### src/rtl/uart_rx_pkg.sv
// Shared constants for the UART receiver: FSM state encoding, legal oversampling
// ratios and the strobe-point helper used by the frame controller.
package uart_rx_pkg;

   localparam logic [2:0] ST_IDLE    = 3'd0;
   localparam logic [2:0] ST_START   = 3'd1;
   localparam logic [2:0] ST_DATA    = 3'd2;
   localparam logic [2:0] ST_PARITY  = 3'd3;
   localparam logic [2:0] ST_STOP    = 3'd4;
   localparam logic [2:0] ST_ERR_CHK = 3'd5;

   typedef enum logic [2:0] {
      IDLE    = ST_IDLE,
      START   = ST_START,
      DATA    = ST_DATA,
      PARITY  = ST_PARITY,
      STOP    = ST_STOP,
      ERR_CHK = ST_ERR_CHK
   } rx_state_e;

   localparam int PRESCALE_8  = 8;
   localparam int PRESCALE_16 = 16;
   localparam int PRESCALE_32 = 32;

   // Edge at which the sampler's 3-sample vote (P/2-1..P/2+1) has settled.
   function automatic int strobe_pt(input int p);
      return p / 2 + 2;
   endfunction

endpackage

### src/rtl/uart_rx_edge_bit_cnt.sv
// Oversample (edge) and bit counters for the UART receiver; both clear
// whenever the controller is not walking a frame.
module uart_rx_edge_bit_cnt #(
   parameter int PRESCALE_W = 6,
   parameter int BIT_W      = 4
) (
   input  logic                  clk_RX,
   input  logic                  rst,
   input  logic                  enable_i,
   input  logic [PRESCALE_W-1:0] prescale_i,
   input  logic                  bit_inc_en_i,
   output logic [PRESCALE_W-1:0] edge_cnt_o,
   output logic [BIT_W-1:0]      bit_cnt_o,
   output logic                  edge_last_o
);

   logic [PRESCALE_W-1:0] edge_cnt_q, edge_cnt_d;
   logic [BIT_W-1:0]      bit_cnt_q, bit_cnt_d;
   logic                  edge_last;

   assign edge_last = (edge_cnt_q == prescale_i - PRESCALE_W'(1));

   always_comb begin
      edge_cnt_d = edge_cnt_q;
      bit_cnt_d  = bit_cnt_q;
      if (!enable_i) begin
         edge_cnt_d = '0;
         bit_cnt_d  = '0;
      end else begin
         edge_cnt_d = edge_last ? '0 : edge_cnt_q + PRESCALE_W'(1);
         if (bit_inc_en_i && edge_last)
            bit_cnt_d = bit_cnt_q + BIT_W'(1);
      end
   end

   always_ff @(posedge clk_RX or negedge rst) begin
      if (!rst) begin
         edge_cnt_q <= '0;
         bit_cnt_q  <= '0;
      end else begin
         edge_cnt_q <= edge_cnt_d;
         bit_cnt_q  <= bit_cnt_d;
      end
   end

   assign edge_cnt_o  = edge_cnt_q;
   assign bit_cnt_o   = bit_cnt_q;
   assign edge_last_o = edge_last;

endmodule

### src/rtl/uart_rx_fsm.sv
// UART receive frame controller: detects the start edge, walks start/data/parity/stop
// bits and issues one-cycle checker strobes plus the frame-accepted pulse.
module uart_rx_fsm
   import uart_rx_pkg::*;
#(
   parameter int DATA_WIDTH = 8,
   parameter int PRESCALE_W = 6
) (
   input  logic                  clk_RX,
   input  logic                  rst,
   input  logic                  RX_IN,
   input  logic [PRESCALE_W-1:0] Prescale,
   input  logic                  PAR_EN,
   input  logic                  Strt_glitch,
   input  logic                  Par_err,
   input  logic                  Stp_err,
   output logic [PRESCALE_W-1:0] edge_cnt,
   output logic                  dat_samp_en,
   output logic                  strt_chk_en,
   output logic                  deser_en,
   output logic                  par_chk_en,
   output logic                  stp_chk_en,
   output logic                  data_valid,
   output logic                  busy
);

   localparam int BIT_W = $clog2(DATA_WIDTH + 1);

   rx_state_e             state_q, state_d;
   logic                  cnt_en, bit_inc_en, edge_last, strb_hit;
   logic [BIT_W-1:0]      bit_cnt;
   logic [PRESCALE_W-1:0] strb_pt;

   assign cnt_en     = (state_q == START) || (state_q == DATA) ||
                       (state_q == PARITY) || (state_q == STOP);
   assign bit_inc_en = (state_q == DATA);
   assign strb_pt    = PRESCALE_W'(strobe_pt(int'(Prescale)));
   assign strb_hit   = (edge_cnt == strb_pt);

   uart_rx_edge_bit_cnt #(
      .PRESCALE_W (PRESCALE_W),
      .BIT_W      (BIT_W)
   ) u_cnt (
      .clk_RX       (clk_RX),
      .rst          (rst),
      .enable_i     (cnt_en),
      .prescale_i   (Prescale),
      .bit_inc_en_i (bit_inc_en),
      .edge_cnt_o   (edge_cnt),
      .bit_cnt_o    (bit_cnt),
      .edge_last_o  (edge_last)
   );

   always_ff @(posedge clk_RX or negedge rst) begin
      if (!rst) state_q <= IDLE;
      else      state_q <= state_d;
   end

   // Checker results are only trusted at the last edge of each bit.
   always_comb begin
      state_d = state_q;
      case (state_q)
         IDLE:    if (!RX_IN) state_d = START;
         START:   if (edge_last) state_d = Strt_glitch ? IDLE : DATA;
         DATA:    if (edge_last && bit_cnt == BIT_W'(DATA_WIDTH - 1))
                     state_d = PAR_EN ? PARITY : STOP;
         PARITY:  if (edge_last) state_d = STOP;
         STOP:    if (edge_last) state_d = ERR_CHK;
         ERR_CHK: state_d = IDLE;
         default: state_d = IDLE;
      endcase
   end

   always_comb begin
      busy        = 1'b0;
      dat_samp_en = 1'b0;
      strt_chk_en = 1'b0;
      deser_en    = 1'b0;
      par_chk_en  = 1'b0;
      stp_chk_en  = 1'b0;
      data_valid  = 1'b0;
      if (state_q != IDLE) begin
         busy        = 1'b1;
         dat_samp_en = 1'b1;
      end
      case (state_q)
         START:   strt_chk_en = strb_hit;
         DATA:    deser_en    = strb_hit;
         PARITY:  par_chk_en  = strb_hit;
         STOP:    stp_chk_en  = strb_hit;
         ERR_CHK: data_valid  = !Stp_err && !(PAR_EN && Par_err);
         default: ;
      endcase
   end

endmodule

### config.mk
export PLATFORM = sky130hd
export DESIGN_NAME = uart_rx_fsm
export DESIGN_NICKNAME = d
export VERILOG_FILES = /design/src/rtl/uart_rx_pkg.sv /design/src/rtl/uart_rx_edge_bit_cnt.sv /design/src/rtl/uart_rx_fsm.sv
export SDC_FILE = /design/constraint.sdc
export NUM_CORES = 1
export LEC_CHECK = 0
export CORE_ASPECT_RATIO = 0.75
export CORE_UTILIZATION = 53
export DETAILED_ROUTE_END_ITERATION = 6
export MAX_ROUTING_LAYER = met4
export PLACE_DENSITY = 0.92
export SKIP_LAST_GASP = 1
export SLEW_MARGIN = 20
export SYNTH_ARGS = -nofsm -noshare
export SYNTH_HDL_FRONTEND = slang
export SYNTH_SLANG_ARGS = --single-unit
### constraint.sdc
create_clock -name clk_RX -period 2.9 [get_ports clk_RX]
set_clock_uncertainty 0.1 [all_clocks]
set_input_delay 0.29 -clock clk_RX [delete_from_list [all_inputs] [get_ports clk_RX]]
set_output_delay 0.29 -clock clk_RX [all_outputs]
set_load 0.02 [all_outputs]
# == Yosys cells after proc, flatten, opt, wreduce, memory -nomap -nowiden ==
# Cells that the tools add are included.
# op_classes
eq_ne,14
addsub,4
n_mux,18
reduce_logical,12
# ops
cell,count
$mux 3,6
$pmux 3 s5,1
$eq 6x6->1,2
$mux 6,2
$ne 2x2->1 const B,6
$mux 4,2
$add 5x2->6 const B,1
$add 6x1->6 const B,1
$eq 3x2->1 const B,2
$eq 3x3->1 const B,2
$mux 1,6
$sub 6x1->6 const B,1
$reduce_and 5->1,1
$add 4x1->4 const B,1
$eq 4x3->1 const B,1
$logic_and 1x1->1,4
$eq 3x1->1 const B,1
$logic_not 3->1,1
$logic_or 1x1->1,3
$reduce_bool 3->1,1
$logic_not 1->1,2
$mux 2,1
# totals
wordCells,51
register_bits,13
input_bits,13

# == Depth between registers and ports, before layout ==
# logic_depth
word_depth,5
ltp_mapped,9

# == Modules after synthesis ==
# Synthesis repeated with hierarchy kept, for this count alone.
# hier_totals
cells_unflattened,119
hier_area_um2,1131.1
# by_module_without_submodules
mod,n_inst,area_per_inst_um2,cells_per_inst
uart_rx_edge_bit_cnt,1,701.9,68
uart_rx_fsm,1,429.2,51

# == Worst setup path before layout ==
# Ideal clock, no wire load.
# synth_path
kind,reg-to-output
start,"register u_cnt.edge_cnt_q[2], in the netlist u_cnt.edge_cnt_o[2]"
end,output strt_chk_en
arrival_time_ns,1.849
slack_ns,0.661
path_buffers,1
path_stages_with_launch,6
cell_sequence,dfrtp_1 clkbuf_1 xor2_1 nor4_1 o21ai_0 nor4_1
# synth_via
elab_chain_len,2
# synth_rtl
element,line_no,source
"start, declared",uart_rx_edge_bit_cnt.sv:17,"logic [PRESCALE_W-1:0] edge_cnt_q, edge_cnt_d;"
"start signal, assigned",uart_rx_edge_bit_cnt.sv:41,edge_cnt_q <= edge_cnt_d;
$eq 6x6->1,uart_rx_fsm.sv:38,assign strb_hit = (edge_cnt == strb_pt);
$mux 1,uart_rx_fsm.sv:86,case (state_q)
"end, declared",uart_rx_fsm.sv:19,"output logic strt_chk_en,"
# Every way passes these cells.

# == Worst setup path after layout ==
# layout_path
start,register state_q[2]
end,output data_valid
# layout_via
elab_chain_len,2
# layout_rtl
element,line_no,source
"start, declared",uart_rx_fsm.sv:29,"rx_state_e state_q, state_d;"
"start signal, assigned",uart_rx_fsm.sv:56,else state_q <= state_d;
$eq 3x3->1,uart_rx_fsm.sv:86,
$mux 1,uart_rx_fsm.sv:86,
"end, declared",uart_rx_fsm.sv:23,"output logic data_valid,"
# Every way passes these cells.

==> results.tsv <==
stage	metric	value	unit
floorplanning	die height	42.0	um
cts	Clock Path Buffers	2	
sta	Final Setup Violations	0	
power	Pleak	0.629	nW
placed_design	Detailed Place HPWL	2.17	mm
sta	fin crit period	2860	ps
cts	CTS tree	yes	
sta	Tightest Pin Transition	589	ps
sta	fin crit share	98.6	%
setup_path	CP Data Required Time	2510	ps
global_routing	total congestion overflow	0	
yosys	main combinational cell family by area after synthesis	simple AND/OR/NAND/NOR gates	
global_routing	initial antenna violation count	0	
sta	max_slew headroom	60.6	%
floorplanning	top-level I/O count	26	
power	Tot Pwr	1.03	mW
yosys	Synth Instances	134	
yosys	mean post-synth cell area	8.45	sq um
layout	P&R area growth vs syn	24.8	%
cts	clk_lat worst skew	280	ps
yosys	Synth Area in XOR/XNOR	14.7	%
cts	H-tree Lvls	1	
route	Routed Antenna Nets	0	
setup_path	startpoint types	flop	
global_routing	GRT Util Overall	26.6	%
power	Peak VDD IR	0.585	mV
route	post-DR wirelength/cell	15.7	um
cts	clk slew on worst S/H paths	80	ps
yosys	Yosys cell types	38	
placed_design	# port buffers	25	
setup_path	r2r startpoint	u_cnt.edge_cnt_o[4]$_DFF_PN0_	
sta	unrepaired setup endpoints after global routing	false	
yosys	Synth async-reset ratio	100	%
yosys	Yosys top cell area share	28.7	%
yosys	sequential area share after synthesis	28.7	%
route	via-per-instance ratio	6.12	
layout	# fillers	159	
layout	# diodes	0	
route	final wirelength	2.92	mm
global_routing	vias in the first global route	1029	
setup_path	Worst setup EP type	primary output	
setup_path	R2R setup slack	930	ps
layout	fraction of layout cells with a size suffix above 1	9.26	%
setup_path	critical path type	flop to primary output	
yosys	Post-Syn Area	1130	sq um
floorplanning	die area	2330	sq um
cts	CTS Buf Count	3	
route	iteration-0 DRC count of the detailed router	67	
min_path	Worst Hold Class	input pin to asynchronous set/reset pin	
placed_design	routability congestion estimate	0.886	
yosys	Synth Flop Type	dfrtp_1	
layout	post-route insts no fill	186	
placed_design	Post-Place Cells	182	
sta	Final TNS setup	0	ps
yosys	Syn Nets	153	
yosys	leading area contributor after synthesis	dfrtp_1	
setup_path	R2R depth	7	
yosys	post-synthesis mux area share	0.884	%
outcome	status	finished, violations left	
setup_path	Reg-to-Reg End	u_cnt.bit_cnt_o[1]$_DFFE_PN0P_	
layout	Nets	182	
cts	Post-CTS Hold Buffers	0	
job	total of max-cap violations	0	
sta	Final Slew Violations	0	
global_routing	largest net degree at the start of global routing	14	
yosys	area share of and/or/nand/nor cells after synthesis	24.0	%
route	Initial DRT Pass Iterations	7	
cts	clock sinks	13	
cts	clock root buffer	clkbuf_4	
route	drt drc	1	
floorplanning	num rows	14	
floorplanning	Die X-Extent	55.4	um
setup_path	worst path arrival time	2470	ps
power	pwr dens	729	nW/um^2
yosys	Post-Synth Adder-Cell Area	6.63	%
global_routing	first-pass GRT wire length	4.66	mm
yosys	Yosys reg bits	13	
yosys	post-synthesis compound-gate area fraction	14.9	%
floorplanning	initial cell density of the core	56.2	%
yosys	Syn. warnings	0	
floorplanning	core area	2010	sq um
yosys	number of flops mapped to enable cells by yosys	0	
sta	final hold violation count	0	
route	vias	1138	
setup_path	biggest fanout along the worst timing path	9	
sta	fmax	0.350	GHz
outcome	failing checks	design-rule violations	
yosys	synth top area cells	dfrtp_1 (29%), xor2_1 (7.7%), xnor2_1 (7.0%)	
-- worst max-delay path by stage --
stage / startpoint / end / cells past startpoint
floorplan: u_cnt.edge_cnt_o[2]$_DFF_PN0_ / strt_chk_en / 5
global placement: Prescale[2] / strt_chk_en / 8
detailed placement: Prescale[2] / strt_chk_en / 8
CTS: state_q[2]$_DFFE_PN0P_ / data_valid / 4
global route: state_q[2]$_DFFE_PN0P_ / data_valid / 4
finish: state_q[2]$_DFFE_PN0P_ / data_valid / 4
-- flip-flops by register name (all words and copies together) (netlist names) --
signal	flops
state_q	3
u_cnt.edge_cnt_o	6
u_cnt.bit_cnt_o	4
-- worst max-delay path: stages (launching register included) --
cell and delay (ps):
dfrtp_1 540, clkinv_1 320, or4_1 540, a21oi_1 150, clkdlybuf4s50_1 630
-- per-stage QoR --
step	utilization, %	setup WS [ps]	hold WS [ps]	area [sq um]
floorplan	-	661	-106	1130
global placement	69.1	-88.8	416	1390
detailed placement	69.1	-214	435	1390
CTS	70.1	119	292	1410
global route	70.1	4.05	314	1410
finish	70.1	39.8	277	1410
-- metal layers --
layer	vias up	track usage, %	share of wire [%]
li1	519	-	-
met1	528	32.7	40
met2	71	41.4	48
met3	20	7.41	8.8
met4	0	11.0	2.6
met5	-	-	0
-- logic make-up after synthesis --
family	count (synthesis)
muxes	1
AOI/OAI and AO/OA	23
and+or+nand+nor	54
buffers and inverters	18
adders and majority gates	6
DFF	13
xor gates and xnor gates	19
-- what timing repair did --
action	4_1_cts	5_1_grt
endpoints found under the setup margin	4	0
resized for setup	5	0
setup buffers	0	0
-- report_power, final --
part	internal [mW]	switching, mW	leakage, nW
registers	0.234	0.102	0.166
logic	0.263	0.318	0.448
clock network	0.0535	0.0602	0.0150
-- cell usage after synthesis (all sizes together), types with 2 or more instances --
| cell | number |
|---|---|
| nor4 | 3 |
| o21ai | 4 |
| xor2 | 10 |
| nand2 | 12 |
| a21o | 2 |
| and3 | 2 |
| dfrtp | 13 |
| buf | 7 |
| nor2 | 15 |
| inv | 8 |
| ha | 6 |
| xnor2 | 9 |
| a31oi | 4 |
| nor3 | 8 |
| a21oi | 3 |
| nand3 | 10 |
-- cell usage in the layout (no fill, tap or decap), types with 2 or more instances in the layout --
master,instances
and3_1,2
dlygate4sd2_1,4
nand2_1,11
buf_4,8
dfrtp_1,13
nand3_1,10
xnor2_1,9
inv_1,8
o21ai_0,3
a21oi_1,3
ha_1,6
clkdlybuf4s50_1,21
a31oi_1,4
nor2_1,15
a21o_1,2
nor4_1,3
nor3_1,7
xor2_1,10
clkbuf_4,3
-- cell type report --
class	instances	area (sq um)	area share (%)
Timing Repair Buffer	33	305	21.6
Multi-Input combinational cell	103	692	49.0
Clock buffer	4	26.3	1.86
Sequential cell	13	325	23.0
Inverter	9	33.8	2.39
Tap cell	24	30.0	2.13
No activity file was read; power rests on OpenSTA's default activity.
